$ cat src/rtl/spi_ram_pkg.sv
// Shared opcode and FSM state types for the SPI-attached RAM controller.
package spi_ram_pkg;

  localparam int unsigned DataW = 8;
  localparam int unsigned CmdW  = 10;

  typedef enum logic [1:0] {
    WR_ADDR = 2'b00,
    WR_DATA = 2'b01,
    RD_ADDR = 2'b10,
    RD_DATA = 2'b11
  } opcode_e;

  typedef enum logic {
    IDLE    = 1'b0,
    TX_HOLD = 1'b1
  } state_e;

endpackage

$ cat src/rtl/spi_dpram.sv
// Byte-wide RAM: one write port and one registered read port.
// Neither the array nor the read register is reset.
module spi_dpram
  import spi_ram_pkg::*;
#(
  parameter int unsigned MEM_DEPTH = 256,
  parameter int unsigned ADDR_SIZE = 8
) (
  input  logic                 clk_i,
  input  logic                 we_i,
  input  logic [ADDR_SIZE-1:0] waddr_i,
  input  logic [DataW-1:0]     wdata_i,
  input  logic                 re_i,
  input  logic [ADDR_SIZE-1:0] raddr_i,
  output logic [DataW-1:0]     rdata_o
);

  logic [DataW-1:0] mem_q [MEM_DEPTH];
  logic [DataW-1:0] rdata_q;

  always_ff @(posedge clk_i) begin
    if (we_i) begin
      mem_q[waddr_i] <= wdata_i;
    end
    // Read register only moves on a read, so the last value is held in between.
    if (re_i) begin
      rdata_q <= mem_q[raddr_i];
    end
  end

  assign rdata_o = rdata_q;

endmodule

$ cat src/rtl/spi_ram_ctrl.sv
// Command decoder between an SPI slave and a byte RAM: edge-detects rx_valid,
// tracks auto-incrementing write/read addresses and holds read data for the slave.
module spi_ram_ctrl
  import spi_ram_pkg::*;
#(
  parameter int unsigned MEM_DEPTH = 256,
  parameter int unsigned ADDR_SIZE = 8
) (
  input  logic              clk,
  input  logic              rst,
  input  logic [CmdW-1:0]   rx_data,
  input  logic              rx_valid,
  output logic [DataW-1:0]  tx_data,
  output logic              tx_valid,
  output logic              cmd_err
);

  logic                 rx_valid_q;
  logic                 accept;
  opcode_e              op;
  logic [DataW-1:0]     payload;

  logic [ADDR_SIZE-1:0] wr_addr_q, wr_addr_d;
  logic [ADDR_SIZE-1:0] rd_addr_q, rd_addr_d;
  logic                 wr_ok_q, wr_ok_d;
  logic                 rd_ok_q, rd_ok_d;
  state_e               state_q, state_d;
  logic                 cmd_err_q, cmd_err_d;
  logic                 tx_zero_q, tx_zero_d;
  logic                 mem_we, mem_re;
  logic [DataW-1:0]     mem_rdata;

  assign accept  = rx_valid & ~rx_valid_q;
  assign op      = opcode_e'(rx_data[9:8]);
  assign payload = rx_data[7:0];

  always_comb begin
    wr_addr_d = wr_addr_q;
    rd_addr_d = rd_addr_q;
    wr_ok_d   = wr_ok_q;
    rd_ok_d   = rd_ok_q;
    state_d   = state_q;
    cmd_err_d = 1'b0;
    tx_zero_d = tx_zero_q;
    mem_we    = 1'b0;
    mem_re    = 1'b0;
    if (accept) begin
      // Any accepted command leaves TX_HOLD unless it is itself a valid read.
      state_d = IDLE;
      unique case (op)
        WR_ADDR: begin
          wr_addr_d = payload[ADDR_SIZE-1:0];
          wr_ok_d   = 1'b1;
        end
        WR_DATA: begin
          if (wr_ok_q) begin
            mem_we    = 1'b1;
            wr_addr_d = wr_addr_q + 1'b1;
          end else begin
            cmd_err_d = 1'b1;
          end
        end
        RD_ADDR: begin
          rd_addr_d = payload[ADDR_SIZE-1:0];
          rd_ok_d   = 1'b1;
        end
        RD_DATA: begin
          if (rd_ok_q) begin
            mem_re    = 1'b1;
            rd_addr_d = rd_addr_q + 1'b1;
            state_d   = TX_HOLD;
            tx_zero_d = 1'b0;
          end else begin
            cmd_err_d = 1'b1;
          end
        end
        default: ;
      endcase
    end
  end

  always_ff @(posedge clk) begin
    if (rst) begin
      // rx_valid_q=1 so a level already high at release is not a new command.
      rx_valid_q <= 1'b1;
      wr_addr_q  <= '0;
      rd_addr_q  <= '0;
      wr_ok_q    <= 1'b0;
      rd_ok_q    <= 1'b0;
      state_q    <= IDLE;
      cmd_err_q  <= 1'b0;
      tx_zero_q  <= 1'b1;
    end else begin
      rx_valid_q <= rx_valid;
      wr_addr_q  <= wr_addr_d;
      rd_addr_q  <= rd_addr_d;
      wr_ok_q    <= wr_ok_d;
      rd_ok_q    <= rd_ok_d;
      state_q    <= state_d;
      cmd_err_q  <= cmd_err_d;
      tx_zero_q  <= tx_zero_d;
    end
  end

  spi_dpram #(
    .MEM_DEPTH (MEM_DEPTH),
    .ADDR_SIZE (ADDR_SIZE)
  ) u_mem (
    .clk_i   (clk),
    .we_i    (mem_we & ~rst),
    .waddr_i (wr_addr_q),
    .wdata_i (payload),
    .re_i    (mem_re & ~rst),
    .raddr_i (rd_addr_q),
    .rdata_o (mem_rdata)
  );

  // RAM read register has no reset; mask it to zero until the first real read.
  assign tx_data  = tx_zero_q ? '0 : mem_rdata;
  assign tx_valid = (state_q == TX_HOLD);
  assign cmd_err  = cmd_err_q;

endmodule

$ cat config.mk
export PLATFORM = sky130hd
export DESIGN_NAME = spi_ram_ctrl
export DESIGN_NICKNAME = d
export VERILOG_FILES = /design/src/rtl/spi_ram_pkg.sv /design/src/rtl/spi_dpram.sv /design/src/rtl/spi_ram_ctrl.sv
export SDC_FILE = /design/constraint.sdc
export NUM_CORES = 2
export LEC_CHECK = 0
export CAP_MARGIN = 0
export CORE_MARGIN = 3
export CORE_UTILIZATION = 42
export CTS_CLUSTER_DIAMETER = 120
export DETAILED_ROUTE_END_ITERATION = 10
export MAX_ROUTING_LAYER = met4
export SLEW_MARGIN = 20
export SYNTH_ARGS = -nofsm -noshare
export SYNTH_HDL_FRONTEND = slang
export SYNTH_HIERARCHICAL = 1
export SYNTH_SLANG_ARGS = --single-unit
export TNS_END_PERCENT = 1
$ cat constraint.sdc
create_clock -name clk -period 2.8 [get_ports clk]
set_input_delay 0.56 -clock clk [delete_from_list [all_inputs] [get_ports clk]]
set_output_delay 0.56 -clock clk [all_outputs]
set_load 0.01 [all_outputs]
* After elaboration in Yosys (flattened, before gate mapping)
Memories as Yosys holds them, arrays and structs flattened. A register that Yosys moved wholly into a read port is not among the register bits. Index checks and enable logic that the tools add are counted.
Word-level totals: flip-flop bits (word level) 22, bits in writable memories 2048, input bits 13, output and inout bits 10, word-level logic and storage cells 47, memories kept 1
Operators by class: $add $sub $neg 2, equality and inequality tests 5, muxes and demuxes 16, bitwise operators 6, reduce and logical (&&, ||, !) cells 9
Memory list:
- u_mem.mem_q | words 256, width 8, rd ports 1, clocked after memory_dff 1, wr ports 1, line spi_dpram.sv:18 | logic [DataW-1:0] mem_q [MEM_DEPTH];
Operators with widths (count):
- $pmux W8 S2 | 2
- $mux W8 | 3
- $add A8 B1 Y8 const B | 2
- $mux W1 | 10
- $reduce_and A3 Y1 | 3
- $eq A2 B2 Y1 const B | 2
- $ne A2 B2 Y1 const B | 2
- $reduce_and A2 Y1 | 2
- $reduce_bool A2 Y1 | 2
- $and A1 B1 Y1 | 3
- $not A1 Y1 | 3
- $eq A2 B1 Y1 const B | 1
- $logic_not A2 Y1 | 1
- $pmux W1 S2 | 1
- $reduce_or A2 Y1 | 1

* Logic depth before layout (Yosys ltp)
word-level depth 6, mapped depth 11, depth with buffers taken out 6

* Modules after synthesis
Netlist, hierarchy kept.
By module, submodules not included:
- spi_dpram | instances 1, cells each 3733, area an instance 79636.4 um^2, seq. area each 61739.2 um^2
- spi_ram_ctrl | instances 1, cells each 163, area an instance 1288.7 um^2, seq. area each 440.4 um^2

* Least setup slack after synthesis
OpenSTA, ideal clock, no wires.
path kind input port to flip-flop, from input port rx_data[8], to memory u_mem.mem_q[234][0], enable pin, setup time 370 ps, arrival 2523 ps, required time 2430 ps, setup slack -94 ps, cell stages on the path 8, cell sequence buf_2 nor2b_1 and3_1 clkbuf_1 buf_1 nand3_1 clkbuf_1 nor2_1
On the way: cells in the longest elaborated chain, start to end 6
RTL lines:
- start, declared | line spi_ram_ctrl.sv:11 | input logic [CmdW-1:0] rx_data,
- $eq A2 B1 Y1 | line spi_ram_ctrl.sv:50 | unique case (op)
- $mux W1 | line spi_ram_ctrl.sv:50
- $mux W1 | line spi_ram_ctrl.sv:47 | if (accept) begin
- $and A1 B1 Y1 | line spi_ram_ctrl.sv:110 | .we_i (mem_we & ~rst),
- $mux W1 | line spi_dpram.sv:22 | if (we_i) begin
- $mux W1 (not written as such) | line spi_dpram.sv:23 | mem_q[waddr_i] <= wdata_i;
- end, declared | line spi_dpram.sv:18
Every way passes these cells.

==> reports/qor.tcl <==
set qor(post-synth-top-area-fraction_pct) 76.29
set qor(final_report_setup_violation_count) 12
set qor(clock_insertion_delay_worst_skew_ps) 860
set qor(total_power_mw) 63.41
set qor(crit_path_top_delay_cell) {sky130_fd_sc_hd__mux4_1}
set qor(rsz_0062_raised_after_global_routing) {yes}
set qor(final_hold_viol_count) 0
set qor(core_sq_mm) 0.1908
set qor(fmax_ghz) 0.3432
set qor(worstPathCellList) {buf_8 > buf_12 > buf_16 > buf_4 > mux4_1 > a22oi_1 > a31oi_1 > nor4_2 > buf_4 > nor4_1}
set qor(drt_iter0_drc) 5329
set qor(endpoint) {u_mem/rdata_o[5]$_DFFE_PP_}
set qor(worst_slack_ps) -113.4
set qor(stdcell_count) 7334
set qor(pwr-share-seq_pct) 53.9
set qor(detailed_place_hpwl_microns) 137700
set qor(critPathMostFrequentCell) {sky130_fd_sc_hd__buf_4}
set qor(remaining_overflow_grt) 0
set qor(tightest_slew_ps) 1023
set qor(post-synth-top-count-cell) {sky130_fd_sc_hd__edfxtp_1}
set qor(number_of_antenna_violations_at_the_first_check_in_global_routing) 4
set qor(synth_edf_count) 2056
set qor(drt-total-wl_microns) 215900
set qor(yosysSeqAreaShare_pct) 76.84
set qor(tritoncts.num_buffers) 205
set qor(top_post_synthesis_cells_by_count) {sky130_fd_sc_hd__edfxtp_1, sky130_fd_sc_hd__mux4_2, sky130_fd_sc_hd__nor2_1, sky130_fd_sc_hd__a22oi_1, sky130_fd_sc_hd__mux2i_1}
set qor(regToRegStartpoint) {rd_addr_q[0]$_SDFFE_PP0P_}
set qor(maximum_number_of_pins_on_one_net_before_global_route_repair) 83
set qor(net-switching-power_mw) 12.96
set qor(ioPinCount) 23
set qor(use_met2_pct) 34.81
set qor(post_synth_inst_count) 3896
set qor(setup.worst_path.class) {reg2reg}
set qor(post-place-ws_ps) -764.5
set qor(cts.clk_slew.worst_paths_ps) 60
set qor(worst_r2r_path_depth) 10
set qor(result_of_the_run) {complete, but fails checks}
set qor(timing.critical_path.to_type) {register}
set qor(finalNetCount) 4659
set qor(met3_grt_util_pct) 3.125
set qor(synth_top_area_cell) {sky130_fd_sc_hd__edfxtp_1}
set qor(ant_nets) 0
set qor(fp.dieW_microns) 445.0
set qor(netlist-cell-type-count) 68
set qor(final_util_pct) 51.48
set qor(design.die.area_sq_mm) 0.1980
set qor(fillers) 14960
set qor(clock_tree_from_tritoncts) {done}
set qor(area_delta_synth_final_pct) 21.36
set qor(postSynth.asyncResetShare_pct) 0
set qor(num_rows) 160
set qor(p_clk_share_pct) 43.5
set qor(p_leak_nw) 30.69
set qor(postSynthNetCount) 3911
set qor(die_y_microns) 445.0
set qor(remaining_drc_errors) 0
set qor(final_period_minus_worst_setup_slack_ps) 2913
set qor(power_density_mw_per_mm2) 645.7
set qor(cts_max_level) 4
set qor(cp-startpoint) {rd_addr_q[0]$_SDFFE_PP0P_}
set qor(cts_sinks) 2078
set qor(routability_driven_placement_congestion_ratio) 0.8706
set qor(worst_ir_drop_vdd_mv) 0.5356
set qor(yosys_register_bits) 2078
set qor(cap_violations) 0
set qor(cell_area_after_synthesis_sq_mm) 0.08093
set qor(initial_util_pct) 42.42
set qor(setup.worst_path.start_class) {register}
set qor(clockRootBuffer) {sky130_fd_sc_hd__clkbuf_16}
set qor(first_global_vias) 42850
set qor(portBuffers) 22
set qor(timing.critical_path.required_ps) 3360
set qor(routedWlPerCell_microns) 29.44
set qor(path_buf_inv) 5
set qor(p_sw_share_pct) 20.44
set qor(cts-root-to-sink-buffers) 3
set qor(met1_grt_util_pct) 31.18
set qor(power.share.combinational_pct) 2.6
set qor(final_design_area_no_fill_sq_mm) 0.09821
set qor(violations) {setup timing}
set qor(ys_top_cells_by_area) {sky130_fd_sc_hd__edfxtp_1, sky130_fd_sc_hd__mux4_2, sky130_fd_sc_hd__mux2i_1, sky130_fd_sc_hd__nor2_1, sky130_fd_sc_hd__a22oi_1}
set qor(timing.slew.headroom_pct) 31.82
set qor(fin_worst_skew_ps) 38.97
set qor(crit_fanout) 7
set qor(slew_viol_final) 0
set qor(synth-main-ff-cell) {sky130_fd_sc_hd__edfxtp_1}
set qor(reg2reg_slack_ps) -110
set qor(reg2reg_to) {u_mem/rdata_o[5]$_DFFE_PP_}
set qor(hold_path.class) {in2reg}
set qor(routed_via_density) 5.839
set qor(placed_cells) 6881
set qor(crit_path_max_incr_delay_ps) 570
set qor(track_usage_pct) 22.44
set qor(num_vias) 42820
set qor(top_usage_layer) {met2}
set qor(post_place_instance_area_sq_mm) 0.08939
set qor(cellInternalPower_mw) 50.45
set qor(drive_gt1_share_pct) 34.56
set qor(critical_path_cell_count) 10
set qor(cp_data_arrival_time_ps) 3480
set qor(drt_pre_antenna_iters) 6
set qor(global_route_wire_length_before_repair_microns) 311600
set qor(synthesis.area_per_instance_sq_um) 20.77
set qor(critPathTopFamily) {buffers and inverters}
set qor(yosys_warning_total) 6
set qor(tcrit_tclk_final_pct) 104.1
==> sequential cells by signal (all words and copies together), names as in the netlist <==
register       count
cmd_err            1
rd_addr_q          8
rd_ok_q            1
rx_valid_q         1
tx_valid           1
tx_zero_q          1
u_mem/mem_q     2048
u_mem/rdata_o      8
wr_addr_q          8
wr_ok_q            1
==> worst register-to-register path: stages, from the launching register on <==
cell and delay [ps]:
sky130_fd_sc_hd__dfxtp_4 390, sky130_fd_sc_hd__buf_8 130, sky130_fd_sc_hd__buf_12 180, sky130_fd_sc_hd__buf_16 170
sky130_fd_sc_hd__buf_4 210, sky130_fd_sc_hd__mux4_1 570, sky130_fd_sc_hd__a22oi_1 220, sky130_fd_sc_hd__a31oi_1 180
sky130_fd_sc_hd__nor4_2 350, sky130_fd_sc_hd__buf_4 190, sky130_fd_sc_hd__nor4_1 60
==> stage by stage <==
step	setup TNS [ps]	hold WS (ps)
2_1_floorplan	-68590	472.7
6_report	-630.7	128.2
3_3_place_gp	-171400	496.7
4_1_cts	-1165	63.17
5_1_grt	-1276	92.53
3_5_place_dp	-189270	507.1
==> layout by cell type (no fill, tap or decap), drive strengths merged, types with 14 or more instances in the layout <==
master	n
edfxtp	2056
buf	761
mux4	456
nor2	297
clkbuf	252
mux2i	134
a22oi	134
a21oi	110
clkinv	96
nand2	47
o221ai	47
nand3	43
nor2b	41
o22ai	30
nor3	28
nor4	28
o21ai	24
bufinv	23
dfxtp	22
a211oi	17
clkdlybuf4s50	14
a221oi	14
==> kinds of logic after synthesis <==
group | after synthesis | share of synthesized area (%)
flops | 2078 | 76.84
mux | 591 | 14.37
simple gates | 547 | 3.134
compound gates | 432 | 3.760
buf+inv | 246 | 1.868
fa+ha+maj | 2 | 0.03092
==> repair_timing <==
| action | CTS | global route |
|---|---|---|
| hold buffers | 0 | 0 |
| setup endpoints to repair | 16 | 16 |
| resized for setup | 175 | 35 |
| setup buffers | 37 | 17 |
| pin swaps | 43 | 20 |
| gates cloned | 16 | 2 |
==> metal layers <==
layer	up-vias	wire length, microns
met3	317	16190
met1	22830	88720
met2	1830	104500
met5	-	0
met4	0	6532
li1	17850	-
==> layout make-up <==
class | count | area, sq um | area share [%]
Antenna cell | 2 | 5.005 | 0.005096
Clock buffer | 250 | 5299 | 5.395
Clock inverter | 134 | 1481 | 1.508
Inverter | 4 | 15.01 | 0.01529
Multi-Input combinational cell | 1572 | 18040 | 18.37
Sequential cell | 2078 | 62200 | 63.33
Tap cell | 2511 | 3142 | 3.199
Timing Repair Buffer | 783 | 8030 | 8.177
==> power by group through the flow <==
stage | Clock (mW) | Sequential (mW) | Combinational (mW)
global placement | 0 | 34.8 | 1.53
CTS | 28.1 | 34.2 | 1.68
global route | 29.3 | 34.2 | 1.78
floorplan | 0 | 34.8 | 0.565
finish | 27.6 | 34.2 | 1.68
detailed placement | 0 | 34.8 | 1.56
==> worst min-delay path by stage <==
stage | from | end | depth (start not counted) | slack [ps]
2_1_floorplan | rd_ok_q$_SDFFE_PP0P_ | rd_ok_q$_SDFFE_PP0P_ | 2 | 470
3_3_place_gp | rd_ok_q$_SDFFE_PP0P_ | rd_ok_q$_SDFFE_PP0P_ | 2 | 500
3_5_place_dp | rd_ok_q$_SDFFE_PP0P_ | rd_ok_q$_SDFFE_PP0P_ | 2 | 510
4_1_cts | rx_data[7] | u_mem/mem_q[227][7]$_DFFE_PP_ | 1 | 60
5_1_grt | rx_data[7] | u_mem/mem_q[227][7]$_DFFE_PP_ | 1 | 90
6_report | rx_data[7] | u_mem/mem_q[227][7]$_DFFE_PP_ | 1 | 130
Power figures use the tool's default switching activity.
